`config.mk`:
```
export PLATFORM = sky130hd
export DESIGN_NAME = pipemem
export DESIGN_NICKNAME = d
export VERILOG_FILES = /design/src/rtl/pipemem.sv
export SDC_FILE = /design/constraint.sdc
export NUM_CORES = 1
export LEC_CHECK = 0
export CAP_MARGIN = 10
export CORE_MARGIN = 2
export CORE_UTILIZATION = 25
export CTS_CLUSTER_DIAMETER = 120
export CTS_CLUSTER_SIZE = 14
export DETAILED_ROUTE_END_ITERATION = 6
export PLACE_DENSITY = 0.45
export SLEW_MARGIN = 30
export SYNTH_ARGS = -nofsm -noshare
export SYNTH_HDL_FRONTEND = slang
export SYNTH_SLANG_ARGS = --single-unit
```
`constraint.sdc`:
```
create_clock -name i_clk -period 11.05 [get_ports i_clk]
set_input_delay 2.7625 -clock i_clk [delete_from_list [all_inputs] [get_ports i_clk]]
set_output_delay 2.7625 -clock i_clk [all_outputs]
set_load 0.02 [all_outputs]
```
`src/rtl/pipemem.sv`:
```
`default_nettype none
// ============================================================================
// Module   : pipemem
// Purpose  : Pipelined load/store unit bridging the ZipCPU core to a global
//            and a local Wishbone B4 pipelined bus. Up to 1<<LGDEPTH requests
//            may be in flight within one bus cycle. Byte/half/word access with
//            big-endian lanes; loads are zero-extended. Misaligned accesses
//            and bus errors raise a one-cycle o_err pulse.
// Options  : define ZIPMEM_LOCK_EN to honour i_lock (bus held across ops).
// Revision : 1.0 - initial release
// ============================================================================
module pipemem #(
  parameter int AW      = 30,
  parameter int LGDEPTH = 3
) (
  input  logic          i_clk,
  input  logic          i_rst_n,
  input  logic          i_stb,
  input  logic [2:0]    i_op,
  input  logic [31:0]   i_addr,
  input  logic [31:0]   i_data,
  input  logic [4:0]    i_oreg,
  input  logic          i_lock,
  output logic          o_busy,
  output logic          o_pipe_stalled,
  output logic          o_valid,
  output logic          o_err,
  output logic [4:0]    o_wreg,
  output logic [31:0]   o_result,
  output logic          o_wb_cyc_gbl,
  output logic          o_wb_stb_gbl,
  output logic          o_wb_cyc_lcl,
  output logic          o_wb_stb_lcl,
  output logic          o_wb_we,
  output logic [AW-1:0] o_wb_addr,
  output logic [31:0]   o_wb_data,
  output logic [3:0]    o_wb_sel,
  input  logic          i_wb_ack,
  input  logic          i_wb_stall,
  input  logic          i_wb_err,
  input  logic [31:0]   i_wb_data
);

  localparam int DEPTH = 1 << LGDEPTH;
  localparam logic [LGDEPTH:0]   C_FULL    = (LGDEPTH+1)'(DEPTH);
  localparam logic [LGDEPTH:0]   C_CNT_ONE = (LGDEPTH+1)'(1);
  localparam logic [LGDEPTH-1:0] C_PTR_ONE = LGDEPTH'(1);

  // Size encodings carried in i_op[2:1]
  localparam logic [1:0] C_SZ_HALF = 2'b01;
  localparam logic [1:0] C_SZ_BYTE = 2'b10;

  // Bus-side state
  logic              cyc_gbl_q, cyc_gbl_d;
  logic              cyc_lcl_q, cyc_lcl_d;
  logic              stb_q,     stb_d;
  logic              we_q,      we_d;
  logic [AW-1:0]     addr_q,    addr_d;
  logic [31:0]       data_q,    data_d;
  logic [3:0]        sel_q,     sel_d;
  logic [LGDEPTH:0]  count_q,   count_d;

  // Return-path FIFO: {oreg, size, byte offset}
  logic [8:0]         fifo_q [DEPTH];
  logic [LGDEPTH-1:0] wr_q, wr_d;
  logic [LGDEPTH-1:0] rd_q, rd_d;

  // Core-side result registers
  logic        valid_q,  valid_d;
  logic        err_q,    err_d;
  logic [4:0]  wreg_q,   wreg_d;
  logic [31:0] result_q, result_d;

  // Request decode
  logic [1:0]  w_size;
  logic        w_is_byte, w_is_half, w_is_word;
  logic        w_misaligned, w_lcl, w_cyc, w_bus_differs, w_err_flush;
  logic        w_accept, w_mis_trap, w_ack, w_hold;
  logic [31:0] w_wdata;
  logic [3:0]  w_sel;
  logic [8:0]  w_head;
  logic [4:0]  w_head_oreg;
  logic [1:0]  w_head_size, w_head_off;
  logic [7:0]  w_rbyte;
  logic [31:0] w_rdata;

`ifdef ZIPMEM_LOCK_EN
  assign w_hold = i_lock;
`else
  // Lock input has no effect in this build
  assign w_hold = i_lock & 1'b0;
`endif

  assign w_size      = i_op[2:1];
  assign w_is_byte   = (w_size == C_SZ_BYTE);
  assign w_is_half   = (w_size == C_SZ_HALF);
  assign w_is_word   = !w_is_byte && !w_is_half;  // 11 is treated as word
  assign w_misaligned = (w_is_half && i_addr[0]) || (w_is_word && (i_addr[1:0] != 2'b00));
  assign w_lcl       = (i_addr[31:8] == 24'hc00000) && (i_addr[7:5] == 3'b000);
  assign w_cyc       = cyc_gbl_q || cyc_lcl_q;
  // While a cycle is open exactly one cyc is high; compare the request's bus to it
  assign w_bus_differs = (w_lcl != cyc_lcl_q);
  assign w_err_flush = w_cyc && i_wb_err;

  assign o_pipe_stalled = (stb_q && i_wb_stall)
                        || (count_q == C_FULL)
                        || (w_cyc && (w_bus_differs || (i_op[0] != we_q)))
                        || w_err_flush;

  assign w_accept   = i_stb && !o_pipe_stalled && !w_misaligned;
  assign w_mis_trap = i_stb && !o_pipe_stalled &&  w_misaligned;
  // Acks count only inside an open cycle with something outstanding; an error wins
  assign w_ack      = w_cyc && i_wb_ack && !i_wb_err && (count_q != '0);

  // Store lane steering: replicate narrow data, select lanes big-endian
  always_comb begin
    w_wdata = i_data;
    w_sel   = 4'b1111;
    if (w_is_byte) begin
      w_wdata = {4{i_data[7:0]}};
      w_sel   = 4'b1000 >> i_addr[1:0];
    end else if (w_is_half) begin
      w_wdata = {2{i_data[15:0]}};
      w_sel   = i_addr[1] ? 4'b0011 : 4'b1100;
    end
  end

  assign w_head      = fifo_q[rd_q];
  assign w_head_oreg = w_head[8:4];
  assign w_head_size = w_head[3:2];
  assign w_head_off  = w_head[1:0];

  // Load alignment: pick the addressed lane(s) and zero-extend
  always_comb begin
    w_rbyte = i_wb_data[7:0];
    case (w_head_off)
      2'd0:    w_rbyte = i_wb_data[31:24];
      2'd1:    w_rbyte = i_wb_data[23:16];
      2'd2:    w_rbyte = i_wb_data[15:8];
      default: w_rbyte = i_wb_data[7:0];
    endcase
    w_rdata = i_wb_data;
    if (w_head_size == C_SZ_BYTE) begin
      w_rdata = {24'h0, w_rbyte};
    end else if (w_head_size == C_SZ_HALF) begin
      w_rdata = w_head_off[1] ? {16'h0, i_wb_data[15:0]} : {16'h0, i_wb_data[31:16]};
    end
  end

  // Next-state for bus control, request registers, counter, FIFO pointers and results
  always_comb begin
    cyc_gbl_d = cyc_gbl_q;
    cyc_lcl_d = cyc_lcl_q;
    stb_d     = stb_q;
    we_d      = we_q;
    addr_d    = addr_q;
    data_d    = data_q;
    sel_d     = sel_q;
    count_d   = count_q;
    wr_d      = wr_q;
    rd_d      = rd_q;
    valid_d   = 1'b0;
    err_d     = w_mis_trap;
    wreg_d    = wreg_q;
    result_d  = result_q;

    if (w_accept) begin
      count_d = count_d + C_CNT_ONE;
      wr_d    = wr_q + C_PTR_ONE;
      we_d    = i_op[0];
      addr_d  = i_addr[AW+1:2];
      data_d  = w_wdata;
      sel_d   = w_sel;
    end

    if (w_ack) begin
      count_d = count_d - C_CNT_ONE;
      rd_d    = rd_q + C_PTR_ONE;
      if (!we_q) begin
        valid_d  = 1'b1;
        wreg_d   = w_head_oreg;
        result_d = w_rdata;
      end
    end

    if (w_err_flush) begin
      cyc_gbl_d = 1'b0;
      cyc_lcl_d = 1'b0;
      stb_d     = 1'b0;
      count_d   = '0;
      wr_d      = '0;
      rd_d      = '0;
      err_d     = 1'b1;
    end else if (w_accept) begin
      cyc_gbl_d = !w_lcl;
      cyc_lcl_d = w_lcl;
      stb_d     = 1'b1;
    end else begin
      stb_d = stb_q && i_wb_stall;
      if ((count_d == '0) && !w_hold) begin
        cyc_gbl_d = 1'b0;
        cyc_lcl_d = 1'b0;
      end
    end
  end

  // State registers with synchronous active-low reset
  always_ff @(posedge i_clk) begin
    if (!i_rst_n) begin
      cyc_gbl_q <= 1'b0;
      cyc_lcl_q <= 1'b0;
      stb_q     <= 1'b0;
      we_q      <= 1'b0;
      addr_q    <= '0;
      data_q    <= '0;
      sel_q     <= '0;
      count_q   <= '0;
      wr_q      <= '0;
      rd_q      <= '0;
      valid_q   <= 1'b0;
      err_q     <= 1'b0;
      wreg_q    <= '0;
      result_q  <= '0;
    end else begin
      cyc_gbl_q <= cyc_gbl_d;
      cyc_lcl_q <= cyc_lcl_d;
      stb_q     <= stb_d;
      we_q      <= we_d;
      addr_q    <= addr_d;
      data_q    <= data_d;
      sel_q     <= sel_d;
      count_q   <= count_d;
      wr_q      <= wr_d;
      rd_q      <= rd_d;
      valid_q   <= valid_d;
      err_q     <= err_d;
      wreg_q    <= wreg_d;
      result_q  <= result_d;
    end
  end

  // FIFO storage; validity is tracked by the pointers, so no reset needed
  always_ff @(posedge i_clk) begin
    if (w_accept) begin
      fifo_q[wr_q] <= {i_oreg, w_size, i_addr[1:0]};
    end
  end

  assign o_busy       = (count_q != '0) || w_cyc;
  assign o_valid      = valid_q;
  assign o_err        = err_q;
  assign o_wreg       = wreg_q;
  assign o_result     = result_q;
  assign o_wb_cyc_gbl = cyc_gbl_q;
  assign o_wb_cyc_lcl = cyc_lcl_q;
  assign o_wb_stb_gbl = stb_q && cyc_gbl_q;
  assign o_wb_stb_lcl = stb_q && cyc_lcl_q;
  assign o_wb_we      = we_q;
  assign o_wb_addr    = addr_q;
  assign o_wb_data    = data_q;
  assign o_wb_sel     = sel_q;

endmodule
`default_nettype wire
```
==> results.yml, run 1 <==
clocking:
  root_buffer: "clkbuf_16"
  clk_pin_slew_ns: 0.08
  ctsLongestPathBuffers: 2
  cts_setup_buffers: 0
  insertion_delay_ns: 0.45
  cts_tree: "built"
  cts_sinks: 194
  cts_resized: 0
  postCtsHoldBufs: 0
  numCtsBuffers: 17
  htree_num_levels: 4
sta:
  fmax_mhz: 122
  hold_violations: 0
  relSlewSlack_pct: 37.0
  rsz0062_at_grt: "no"
  finalSetupTns_ns: 0
  period_minus_slack_ns: 8.18
  tightestPinTransition_ns: 0.938
  drv_slew: 0
  setup_ws_ns: 2.87
  fin_skew_ns: 0.0115
  fin_crit_sh_pct: 74.1
  setup_violations: 0
die:
  floorplan.rows: 67
  initial_core_util_pct: 25.3
  dieArea_sq_um: 35300
  ios: 223
  die_y_um: 188
  die_w_um: 188
  core_sq_um: 33400
power:
  ir_drop_mv: 0.115
  p_clk_share_pct: 39.2
  p_sw_uw: 455
  p_total_mw: 1.73
  netSwitchingFraction_pct: 26.4
  p_leak_nw: 4.25
  combPwrFrac_pct: 15.3
  p_seq_share_pct: 45.5
  intPower_mw: 1.27
  power_density_nw_per_um2: 146
critical_path:
  cp-start-kind: "primary input"
  cp_common_cell: "clkdlybuf4s50_1"
  path_cells: "clkdlybuf4s50_1 > nor4_1 > nand4_1 > or4_1 > a22oi_2 > or2_2 > clkdlybuf4s50_1"
  path_depth: 7
  cp_slowest_cell: "clkdlybuf4s50_1"
  criticalPathCategory: "in2out"
  crit_buf_inv: 2
  r2r_setup_slack_ns: 7.83
  reg2reg_depth: 9
  crit_fanout: 4
  r2r_end: "o_wb_cyc_lcl"
  critPathArrivalTime_ns: 5.42
  crit_end: "o_pipe_stalled"
  end_kind: "primary output"
  rr_startpoint: "o_wb_cyc_gbl"
  worstSetupStartpoint: "i_addr[13]"
  cp_slowest_stage_delay_ns: 0.65
  cp_top_family: "simple AND/OR/NAND/NOR gates"
  critPathRequiredTime_ns: 8.29
routing:
  drt-total-wl_um: 25800
  drtPass1Iterations: 4
  wire_per_inst_um: 17.9
  dr_total_vias: 6447
  drcViolationCount: 0
  viasPerCell: 4.46
  antenna_left: 0
  first_iter_violations: 389
placed_design:
  place_ws_ns: 2.83
  numPortBuffers: 221
  hpwl_um: 17700
  gp_congestion: 0.768
yosys:
  synthCells: 779
  ys_async_sr_fraction_pct: 0
  synthesis.area_sq_um: 8460
  synth_seq_cells: 194
  synthDistinctLibCells: 54
  yosys_warnings: 0
  synth-edff-count: 72
  synth_area_per_cell_sq_um: 10.9
  syn_nets: 897
  synth-main-ff-cell: "dfxtp_1"
  ys_seq_area_share_pct: 54.4
grt:
  antenna_found_initial: 0
  grt_use_total_pct: 14.7
  grt_pass1_vias: 6525
  grt_max_degree: 89
  grt_overflow: 0
  grt_pass1_wl_um: 39600
finish:
  drive_gt1_share_pct: 9.14
  nets: 1101
  layout_commonest_cell: "clkdlybuf4s50_1"
  syn_to_final_growth_pct: 39.3
  antenna_cells: 0
  final_cell_mix: "clkdlybuf4s50_1, nand2_1, dfxtp_1, edfxtp_1, a21boi_0"
status:
  status: "completed"
worst_hold_path:
  holdCritPathClass: "reg2reg"
flow_run:
  cap_violations: 0
registers in the layout, indices dropped and copies added, names as in the netlist, named ones only:
register	count
count_q	4
o_wreg	5
o_result	32
o_wb_cyc_lcl	1
o_wb_we	1
wr_q	3
o_wb_sel	4
o_wb_data	32
o_valid	1
rd_q	3
o_wb_cyc_gbl	1
stb_q	1
o_err	1
fifo_q	72
o_wb_addr	30
cell usage after synthesis, types with 3 or more instances:
| cell | number | area [sq um] |
|---|---|---|
| buf_2 | 10 | 50.1 |
| xnor2_1 | 6 | 52.6 |
| nand2b_1 | 10 | 62.6 |
| nand3_1 | 22 | 110 |
| inv_1 | 7 | 26.3 |
| mux4_2 | 18 | 405 |
| dfxtp_1 | 122 | 2440 |
| xor2_1 | 4 | 35.0 |
| nor3_1 | 6 | 30.0 |
| nor2b_1 | 33 | 206 |
| edfxtp_1 | 72 | 2160 |
| nor2_1 | 27 | 101 |
| nor4b_1 | 3 | 26.3 |
| o211a_1 | 24 | 240 |
| clkbuf_1 | 35 | 131 |
| nand2_1 | 140 | 526 |
| o21ai_0 | 27 | 135 |
| nor3b_1 | 5 | 37.5 |
| mux2i_1 | 38 | 380 |
| nor4_1 | 6 | 37.5 |
| a21oi_1 | 21 | 105 |
| a211oi_1 | 15 | 113 |
| ha_1 | 7 | 87.6 |
| and2_1 | 14 | 87.6 |
| a21boi_0 | 48 | 360 |
| a22oi_1 | 16 | 120 |
| buf_4 | 9 | 67.6 |
| or2_2 | 3 | 18.8 |
routing by layer:
layer | track usage [%] | part of all wire (%) | vias up
li1 | - | - | 3193
met5 | 0 | 0 | -
met2 | 23.4 | 45 | 167
met1 | 18.9 | 46 | 3067
met3 | 5.00 | 6.9 | 20
met4 | 4.42 | 1.3 | 0
worst min path at each step:
stage                        startpoint             to  cells after the start
after floorplan                   stb_q          stb_q                      2
after CTS                 o_wb_addr[10]  o_wb_addr[10]                      2
after detailed placement  o_wb_addr[26]  o_wb_addr[26]                      2
after global routing      o_wb_addr[14]  o_wb_addr[14]                      2
after global placement     o_wb_data[4]   o_wb_data[4]                      2
final                     o_wb_addr[10]  o_wb_addr[10]                      2
metrics by stage:
| step | instance area [sq um] | cells | hold WS (ns) | util [%] |
|---|---|---|---|---|
| floorplan | 8460 | 779 | 0.465 | - |
| global placement | 11200 | 1412 | 0.453 | 33.3 |
| detailed placement | 11200 | 1412 | 0.459 | 33.4 |
| CTS | 11800 | 1444 | 0.469 | 35.2 |
| global route | 11800 | 1444 | 0.485 | 35.2 |
| finish | 11800 | 1444 | 0.465 | 35.2 |
power by group through the flow:
stage | clock (mW) | combinational, mW | sequential, mW
2_1_floorplan | 0 | 0.113 | 0.825
3_3_place_gp | 0 | 0.268 | 0.801
3_5_place_dp | 0 | 0.267 | 0.802
4_1_cts | 0.699 | 0.268 | 0.786
5_1_grt | 0.729 | 0.287 | 0.790
6_report | 0.676 | 0.264 | 0.786
logic make-up after synthesis:
group                      count (synthesis)  share of synthesized area, %
AOI/OAI and AO/OA                        163                          14.2
xor gates and xnor gates                  11                          1.23
adders and majority gates                  7                          1.03
buffers and inverters                     62                          3.30
DFF                                      194                          54.4
muxes                                     61                          10.1
and+or+nand+nor                          281                          15.7
cell type report:
cell class / count / area [sq um]
multi-input cells: 523 / 3620
inverters: 7 / 26.3
clock buffers: 21 / 462
repair buffers: 240 / 2350
well taps: 448 / 561
fillers: 3386 / 21700
clock inverters: 11 / 165
flip-flops and latches: 194 / 4610
worst reg2reg max path: cells and delay by family (launching register included):
family                    cells  cell delay, ns
xor gates and xnor gates      2            0.52
and+or+nand+nor               3            1.00
buffers and inverters         2            0.67
AOI/OAI and AO/OA             2            0.45
DFF                           1            0.45
Power figures use the tool's default switching activity.
==> run 2, diff against run 1 <==
==> constraint.sdc (replaced) <==
create_clock -name i_clk -period 7.9 [get_ports i_clk]
set_input_delay 1.975 -clock i_clk [delete_from_list [all_inputs] [get_ports i_clk]]
set_output_delay 1.975 -clock i_clk [all_outputs]
set_load 0.02 [all_outputs]
==> results.yml, run 2 (same netlist as run 1, synthesis figures left out) <==
critical_path:
  crit_fanout: 4
  criticalPathCategory: "in2out"
  critPathArrivalTime_ns: 4.67
  cp_slowest_stage_delay_ns: 0.66
  critPathRequiredTime_ns: 5.93
  cp_top_family: "simple AND/OR/NAND/NOR gates"
  cp-start-kind: "primary input"
  path_cells: "clkdlybuf4s50_1 > nor4_1 > nand4_1 > or4_1 > a22oi_2 > or2_2 > clkdlybuf4s50_1"
  crit_buf_inv: 2
  end_kind: "primary output"
  cp_slowest_cell: "clkdlybuf4s50_1"
  cp_common_cell: "clkdlybuf4s50_1"
grt:
  antenna_found_initial: 0
  grt_use_total_pct: 14.6
  grt_overflow: 0
  grt_pass1_vias: 6615
  grt_pass1_wl_um: 39400
  grt_max_degree: 67
sta:
  fin_crit_sh_pct: 84.1
  hold_violations: 0
  fin_skew_ns: 0.0104
  rsz0062_at_grt: "no"
  tightestPinTransition_ns: 0.968
  finalSetupTns_ns: 0
  fmax_mhz: 151
  period_minus_slack_ns: 6.64
  setup_violations: 0
  relSlewSlack_pct: 35.0
  drv_slew: 0
routing:
  drt-total-wl_um: 25600
  antenna_left: 0
  dr_total_vias: 6441
  wire_per_inst_um: 17.7
  drtPass1Iterations: 4
  drcViolationCount: 0
  first_iter_violations: 260
  viasPerCell: 4.46
die:
  initial_core_util_pct: 25.3
  core_sq_um: 33400
  floorplan.rows: 67
  die_y_um: 188
  die_w_um: 188
  ios: 223
  dieArea_sq_um: 35300
finish:
  fillCellCount: 3390
  final_cell_area_sq_um: 11700
  nets: 1102
  top_register: "fifo_q"
  layout_commonest_cell: "clkdlybuf4s50_1"
  final_cell_mix: "clkdlybuf4s50_1, nand2_1, dfxtp_1, edfxtp_1, a21boi_0"
  largest_reg_flops: 72
  drive_gt1_share_pct: 9.43
  antenna_cells: 0
  syn_to_final_growth_pct: 38.6
placed_design:
  gp_congestion: 0.769
  dpl_cell_area_sq_um: 11200
  numPortBuffers: 221
  hpwl_um: 17700
clocking:
  cts_setup_buffers: 0
  numCtsBuffers: 17
  cts_tree: "built"
  clk_pin_slew_ns: 0.08
  ctsLongestPathBuffers: 2
  postCtsHoldBufs: 0
  htree_num_levels: 4
  cts_sinks: 194
  cts_resized: 0
  root_buffer: "clkbuf_16"
  insertion_delay_ns: 0.44
flow_run:
  cap_violations: 0
power:
  power_density_nw_per_um2: 198
  p_leak_nw: 4.23
  p_total_mw: 2.32
  ir_drop_mv: 0.159
status:
  status: "completed"
worst_hold_path:
  holdCritPathClass: "reg2reg"
run 2: cell types whose count changed in the layout (fill, tap and decap cells not counted):
cell | previous run | this run
clkbuf_1 | 3 | 1
clkinv_2 | 0 | 1
inv_4 | 0 | 2
inv_6 | 4 | 6
bufinv_16 | 3 | 0
buf_4 | 19 | 20
run 2: final timing paths:
kind / endpoint / slack [ns] / start / depth (start not counted)
min: o_wb_addr[8] / 0.46 / o_wb_addr[8] / 2
max reg2reg: o_wb_cyc_gbl / 4.30 / count_q[0] / 13
min reg2reg: o_wb_addr[8] / 0.46 / o_wb_addr[8] / 2
max: o_pipe_stalled / 1.26 / i_addr[13] / 7
run 2: tightest hold or removal path: cells and delay by family (launching register included):
family             cells  cell delay, ns
DFF                    1            0.31
and+or+nand+nor        1            0.04
AOI/OAI and AO/OA      1            0.06
run 2: where the power goes:
group,internal (mW),leakage (nW),switching [mW]
Sequential,1.08,1.64,0.0240
Clock,0.434,0.283,0.422
Combinational,0.173,2.30,0.195
run 2: final cells by class:
type                            count  area [sq um]  share of cell area [%]
Clock buffer                       19           454                    3.87
Clock inverter                     13           110                   0.939
Inverter                            7          26.3                   0.224
Multi-Input combinational cell    523          3620                    30.8
Sequential cell                   194          4610                    39.3
Tap cell                          448           561                    4.78
Timing Repair Buffer              241          2360                    20.1
run 2: layer usage:
layer	share of wire [%]	routed length, um	track usage [%]
met5	0	0	0
met1	45	11500	18.2
met3	7.3	1860	5.37
met4	1.2	295	4.12
met2	47	12000	23.8
run 2: per-stage QoR:
stage	worst slack, ns	util, %	hold WS, ns	instances
final	1.26	35.1	0.463	1445
after global routing	1.10	35.1	0.487	1445
after CTS	1.19	35.1	0.467	1445
after detailed placement	1.20	33.4	0.456	1413
after global placement	1.24	33.4	0.451	1413
after floorplan	2.62	-	0.465	779
